<file path="src/rtl/multu_hilo_if.sv">
// Command/read bus between the ALU control decoder and the MULTU/HI-LO unit.
// The master issues commands and reads results; the slave is the multiplier.
interface multu_hilo_if #(
    parameter int unsigned WIDTH = 32
);
    logic [5:0]       SignaltoMULTU;
    logic [1:0]       SelHilo;
    logic [WIDTH-1:0] dataA;
    logic [WIDTH-1:0] dataB;
    logic [WIDTH-1:0] HiLoOut;
    logic             busy;
    logic             done;

    modport master (
        output SignaltoMULTU,
        output SelHilo,
        output dataA,
        output dataB,
        input  HiLoOut,
        input  busy,
        input  done
    );

    modport slave (
        input  SignaltoMULTU,
        input  SelHilo,
        input  dataA,
        input  dataB,
        output HiLoOut,
        output busy,
        output done
    );
endinterface

</file>
<file path="src/rtl/multu_hilo.sv">
// Sequential unsigned WIDTH x WIDTH shift-add multiplier with a HI/LO result pair.
// One partial product per cycle; HI/LO are only written when a multiply completes.
module multu_hilo #(
    parameter int unsigned WIDTH     = 32,
    parameter logic [5:0]  CMD_MULTU = 6'b011001
) (
    input logic          clk,
    input logic          rst_n,
    multu_hilo_if.slave  bus
);
    localparam int unsigned CntW = (WIDTH > 1) ? $clog2(WIDTH) : 1;
    localparam logic [CntW-1:0] CntLast = CntW'(WIDTH - 1);

    typedef enum logic [1:0] {StIdle, StRun, StDone} state_e;

    state_e             state_q, state_d;
    logic [2*WIDTH-1:0] prod_q, prod_d;
    logic [WIDTH-1:0]   mcand_q, mcand_d;
    logic [CntW-1:0]    cnt_q, cnt_d;
    logic [WIDTH-1:0]   hi_q, hi_d;
    logic [WIDTH-1:0]   lo_q, lo_d;
    logic               done_q, done_d;
    logic               req_prev_q, req_prev_d;

    logic             req;
    logic             start;
    logic [WIDTH:0]   sum;

    assign req   = (bus.SignaltoMULTU == CMD_MULTU);
    assign start = req & ~req_prev_q;

    // The extra adder bit carries into the top of the product, so the result is exact.
    assign sum = prod_q[0] ? ({1'b0, prod_q[2*WIDTH-1:WIDTH]} + {1'b0, mcand_q})
                           : {1'b0, prod_q[2*WIDTH-1:WIDTH]};

    always_comb begin
        state_d    = state_q;
        prod_d     = prod_q;
        mcand_d    = mcand_q;
        cnt_d      = cnt_q;
        hi_d       = hi_q;
        lo_d       = lo_q;
        done_d     = 1'b0;
        req_prev_d = req;
        unique case (state_q)
            StIdle: begin
                if (start) begin
                    mcand_d = bus.dataA;
                    prod_d  = {{WIDTH{1'b0}}, bus.dataB};
                    cnt_d   = '0;
                    state_d = StRun;
                end
            end
            StRun: begin
                prod_d = {sum, prod_q[WIDTH-1:1]};
                cnt_d  = cnt_q + 1'b1;
                if (cnt_q == CntLast) begin
                    state_d = StDone;
                end
            end
            StDone: begin
                hi_d    = prod_q[2*WIDTH-1:WIDTH];
                lo_d    = prod_q[WIDTH-1:0];
                done_d  = 1'b1;
                state_d = StIdle;
            end
            default: state_d = StIdle;
        endcase
    end

    always_ff @(posedge clk) begin
        if (!rst_n) begin
            state_q    <= StIdle;
            prod_q     <= '0;
            mcand_q    <= '0;
            cnt_q      <= '0;
            hi_q       <= '0;
            lo_q       <= '0;
            done_q     <= 1'b0;
            req_prev_q <= 1'b0;
        end else begin
            state_q    <= state_d;
            prod_q     <= prod_d;
            mcand_q    <= mcand_d;
            cnt_q      <= cnt_d;
            hi_q       <= hi_d;
            lo_q       <= lo_d;
            done_q     <= done_d;
            req_prev_q <= req_prev_d;
        end
    end

    // Reads are not interlocked against a running multiply; they see the last result.
    always_comb begin
        case (bus.SelHilo)
            2'b01:   bus.HiLoOut = hi_q;
            2'b10:   bus.HiLoOut = lo_q;
            default: bus.HiLoOut = '0;
        endcase
    end

    assign bus.busy = (state_q != StIdle);
    assign bus.done = done_q;
endmodule

</file>
<file path="src/flat_wrapper.sv">
// flat-port wrapper written by rule: the top's interface ports become plain ports
module multu_hilo_flat 
#(
    parameter int unsigned WIDTH     = 32,
    parameter logic [5:0]  CMD_MULTU = 6'b011001
)
  (clk, rst_n, bus_SignaltoMULTU, bus_SelHilo, bus_dataA, bus_dataB, bus_HiLoOut, bus_busy, bus_done);
  multu_hilo_if #(.WIDTH(WIDTH)) bus_i ();
  input logic clk;
  input logic rst_n;
  input wire logic [$bits(bus_i.SignaltoMULTU)-1:0] bus_SignaltoMULTU;
  input wire logic [$bits(bus_i.SelHilo)-1:0] bus_SelHilo;
  input wire logic [$bits(bus_i.dataA)-1:0] bus_dataA;
  input wire logic [$bits(bus_i.dataB)-1:0] bus_dataB;
  output wire logic [$bits(bus_i.HiLoOut)-1:0] bus_HiLoOut;
  output wire logic [$bits(bus_i.busy)-1:0] bus_busy;
  output wire logic [$bits(bus_i.done)-1:0] bus_done;
  assign bus_i.SignaltoMULTU = bus_SignaltoMULTU;
  assign bus_i.SelHilo = bus_SelHilo;
  assign bus_i.dataA = bus_dataA;
  assign bus_i.dataB = bus_dataB;
  assign bus_HiLoOut = bus_i.HiLoOut;
  assign bus_busy = bus_i.busy;
  assign bus_done = bus_i.done;
  multu_hilo #(.WIDTH(WIDTH), .CMD_MULTU(CMD_MULTU)) u_core (.clk(clk), .rst_n(rst_n), .bus(bus_i));
endmodule
</file>
<file path="config.mk">
export PLATFORM = sky130hd
export DESIGN_NAME = multu_hilo_flat
export DESIGN_NICKNAME = d
export VERILOG_FILES = /design/src/rtl/multu_hilo_if.sv /design/src/rtl/multu_hilo.sv /design/src/flat_wrapper.sv
export SDC_FILE = /design/constraint.sdc
export NUM_CORES = 1
export LEC_CHECK = 0
export BUFFER_PORTS_ARGS = -buffer_cell sky130_fd_sc_hd__buf_2
export CORE_MARGIN = 3
export CORE_UTILIZATION = 45
export DETAILED_ROUTE_END_ITERATION = 10
export GPL_TIMING_DRIVEN = 0
export PLACE_DENSITY = 0.71
export SYNTH_ARGS = -nofsm -noshare
export SYNTH_HDL_FRONTEND = slang
export SYNTH_SLANG_ARGS = --single-unit
</file>
<file path="constraint.sdc">
create_clock -name clk -period 2.5 [get_ports clk]
set_input_delay 0.25 -clock clk [delete_from_list [all_inputs] [get_ports clk]]
set_output_delay 0.25 -clock clk [all_outputs]
set_load 0.02 [all_outputs]
</file>
==> flow_summary.yaml <==
run_status:
  outcome: "complete, no violations"
global_routing:
  overflow: 0
  antenna_found_initial: 0
  grt_pass1_wl_um: 41600
  grt_start_max_net_pins: 17
  grt_pass1_vias: 8123
  grtUsageTotal_pct: 25.4
power:
  p_switching_uw: 1350
  p_total_uw: 5830
  irDropWorstVdd_mv: 0.517
  comb_power_share_pct: 4.0
  p_int_uw: 4480
  p_leak_uw: 0.00386
  switching_share_pct: 23.1
  clkPwrFrac_pct: 49.3
  powerDensity_nw_per_um2: 574
  seqPwrFrac_pct: 46.6
worst_setup_path:
  timing.rr.end: "u_core.prod_q[57]"
  slowest_delay_ns: 0.41
  worst_setup_path_start_kind: "flop"
  path_delay_family: "compound AO/OA/AOI/OAI gates"
  required_ns: 2.87
  crit_chain: "ha_1, nand2_2, a211o_1, a31o_4, o21ai_4, a211oi_4, or4_1, nand3_1"
  r2r_start: "u_core.prod_q[42]"
  r2r_slack_ns: 0.05
  cp_num_buf_inv: 0
  crit_type: "flop to flop"
  cpMaxStageDelayCell: "ha_1"
  ff2ff_path_depth: 8
  crit_arrival_ns: 2.82
  path_max_fanout: 6
  crit_path_end_kind: "flop"
clock_network:
  numCtsBuffers: 17
  cts-root-buf: "clkbuf_16"
  insertion_delay_ns: 0.44
  clkTransAtPathRegs_ns: 0.07
  cts.path.max_buffers: 2
  tritoncts: "yes"
  htreeDepth: 4
  cts_sinks: 169
routing:
  drc: 0
  ant_nets: 0
  via_per_inst: 5.79
  dr.pass1.iters: 5
  num_vias: 8683
  wl_um: 26300
  wl_per_cell_um: 17.5
  drt_iter0_drc: 682
sta:
  slew_headroom_pct: 37.8
  worst_slack_ns: 0.0497
  slew_violations: 0
  fmax_ghz: 0.408
  finalSetupViolCount: 0
  holdWs_ns: 0.0452
  min_period_ns: 2.45
  finalClockSkew_ns: 0.00689
  tightest_slew_ns: 0.926
  finalCritPeriodShare_pct: 98.0
  hold_violations: 0
layout:
  num_antenna_cells: 0
  fin_nets: 1369
  postLayoutCoreUtil_pct: 55.6
  layout-drive-gt1-share_pct: 14.3
  syn_to_final_growth_pct: 19.1
yosys:
  synth_top_area_share_pct: 39.6
  avgSynthCellArea_um2: 7.54
  synth_cell_types: 59
  yosysTopAreaCell: "dfxtp_1"
  ys_ff_latch: 169
  synth_area_leaders: "dfxtp_1 (40%), nand2_1 (13%), a21oi_1 (8.8%)"
  syn_inst: 1132
  synthTopCellsByCount: "nand2_1 (294), dfxtp_1 (169), a21oi_1 (150)"
  yosysMostFrequentCell: "nand2_1"
  syn_nets: 1243
  synth-edff-count: 0
  ys_async_sr_fraction_pct: 0
  synth_flop_cell: "dfxtp_1"
  synth-seq-area-share_pct: 39.6
  synthesis.area_um2: 8540
  yosys_warnings: 0
floorplan:
  start_util_pct: 46.7
  die_h_um: 144
  core-area_um2: 18300
  rows: 49
  die_area_um2: 20700
  io_pins: 108
  dieWidth_um: 144
placed_design:
  io_buffers: 106
  place.gp.congestion: 0.971
  place_hpwl_um: 19800
  post-place-ws_ns: -0.263
min_path:
  whs_path_depth: 2
  hp-start: "bus_SignaltoMULTU[5]"
  hp-class: "primary input to flop"
  holdPathEnd: "u_core.req_prev_q"
flow_run:
  max_cap_violations: 0
==> per-layer routing <==
layer | wire [um] | share of wire, % | GRT usage (%) | vias up
met5 | 0 | 0 | 0 | -
met4 | 594 | 2.3 | 7.58 | 0
met3 | 1730 | 6.6 | 4.56 | 45
met2 | 12100 | 46 | 40.7 | 300
met1 | 11900 | 45 | 35.1 | 4074
li1 | - | - | - | 4264
==> final cells by class <==
class	instances	area, um^2
inverters	14	52.6
fillers	1804	8110
well taps	229	287
clock inverters	14	209
flip-flops and latches	169	3390
repair buffers	109	553
plain buffers	84	324
multi-input cells	863	4920
clock buffers	18	429
==> worst max path at each step <==
stage,from,to,cells past startpoint
detailed placement,u_core.prod_q[32],u_core.prod_q[53],9
floorplan,u_core.prod_q[32],u_core.prod_q[53],9
CTS,u_core.prod_q[33],u_core.prod_q[48],8
finish,u_core.prod_q[42],u_core.prod_q[57],8
global route,u_core.prod_q[38],u_core.prod_q[48],9
global placement,u_core.prod_q[32],u_core.prod_q[53],9
==> layout by cell type (no fill, tap or decap), types with 6 or more instances in the layout <==
| cell type | count |
|---|---|
| a21o_1 | 11 |
| a21oi_1 | 146 |
| a22oi_1 | 49 |
| a311oi_1 | 31 |
| a31oi_1 | 6 |
| buf_1 | 10 |
| buf_2 | 112 |
| clkbuf_1 | 68 |
| clkbuf_16 | 17 |
| dfxtp_1 | 166 |
| ha_1 | 32 |
| inv_1 | 14 |
| nand2_1 | 294 |
| nand3_1 | 17 |
| nand4_1 | 14 |
| nor2_1 | 98 |
| nor2b_1 | 7 |
| o21ai_0 | 16 |
| o22ai_1 | 15 |
| xnor2_1 | 12 |
| xor2_1 | 10 |
==> registers in the layout, indices dropped and copies added (netlist names) <==
name	flops
u_core.state_q	2
u_core.req_prev_q	1
u_core.mcand_q	32
u_core.hi_q	32
u_core.cnt_q	5
u_core.lo_q	32
u_core.bus.done	1
u_core.prod_q	64
==> power groups by stage <==
stage	combinational, uW	clock (uW)	sequential, uW
2_1_floorplan	117	0	2780
4_1_cts	233	2910	2720
6_report	236	2880	2720
5_1_grt	258	3030	2720
3_5_place_dp	231	0	2780
3_3_place_gp	228	0	2780
==> cells by family (layout without fill, tap and decap cells) <==
| group | count (synthesis) | count (layout) | synth area share (%) |
|---|---|---|---|
| AO/OA/AOI/OAI | 334 | 334 | 24.9 |
| XOR/XNOR | 23 | 23 | 2.36 |
| adder cells (fa/ha/maj) | 37 | 37 | 5.51 |
| buffers and inverters | 100 | 239 | 4.50 |
| flip-flops | 169 | 169 | 39.6 |
| multiplexers | 6 | 6 | 0.762 |
| AND/OR/NAND/NOR | 463 | 463 | 22.3 |
==> metrics by stage <==
stage	instances	area (um^2)	TNS, ns
floorplan	1132	8540	0
global placement	1467	9350	-0.586
detailed placement	1467	9350	-0.654
CTS	1499	10100	-0.00894
global route	1500	10200	-0.0385
finish	1500	10200	0
==> what timing repair did <==
item,4_1_cts,5_1_grt
pin swaps,2,6
setup endpoints to repair,7,15
setup buffers,0,3
resized for setup,12,26
cloned,0,0
hold buffers,0,0
No activity file was read; power rests on OpenSTA's default activity.
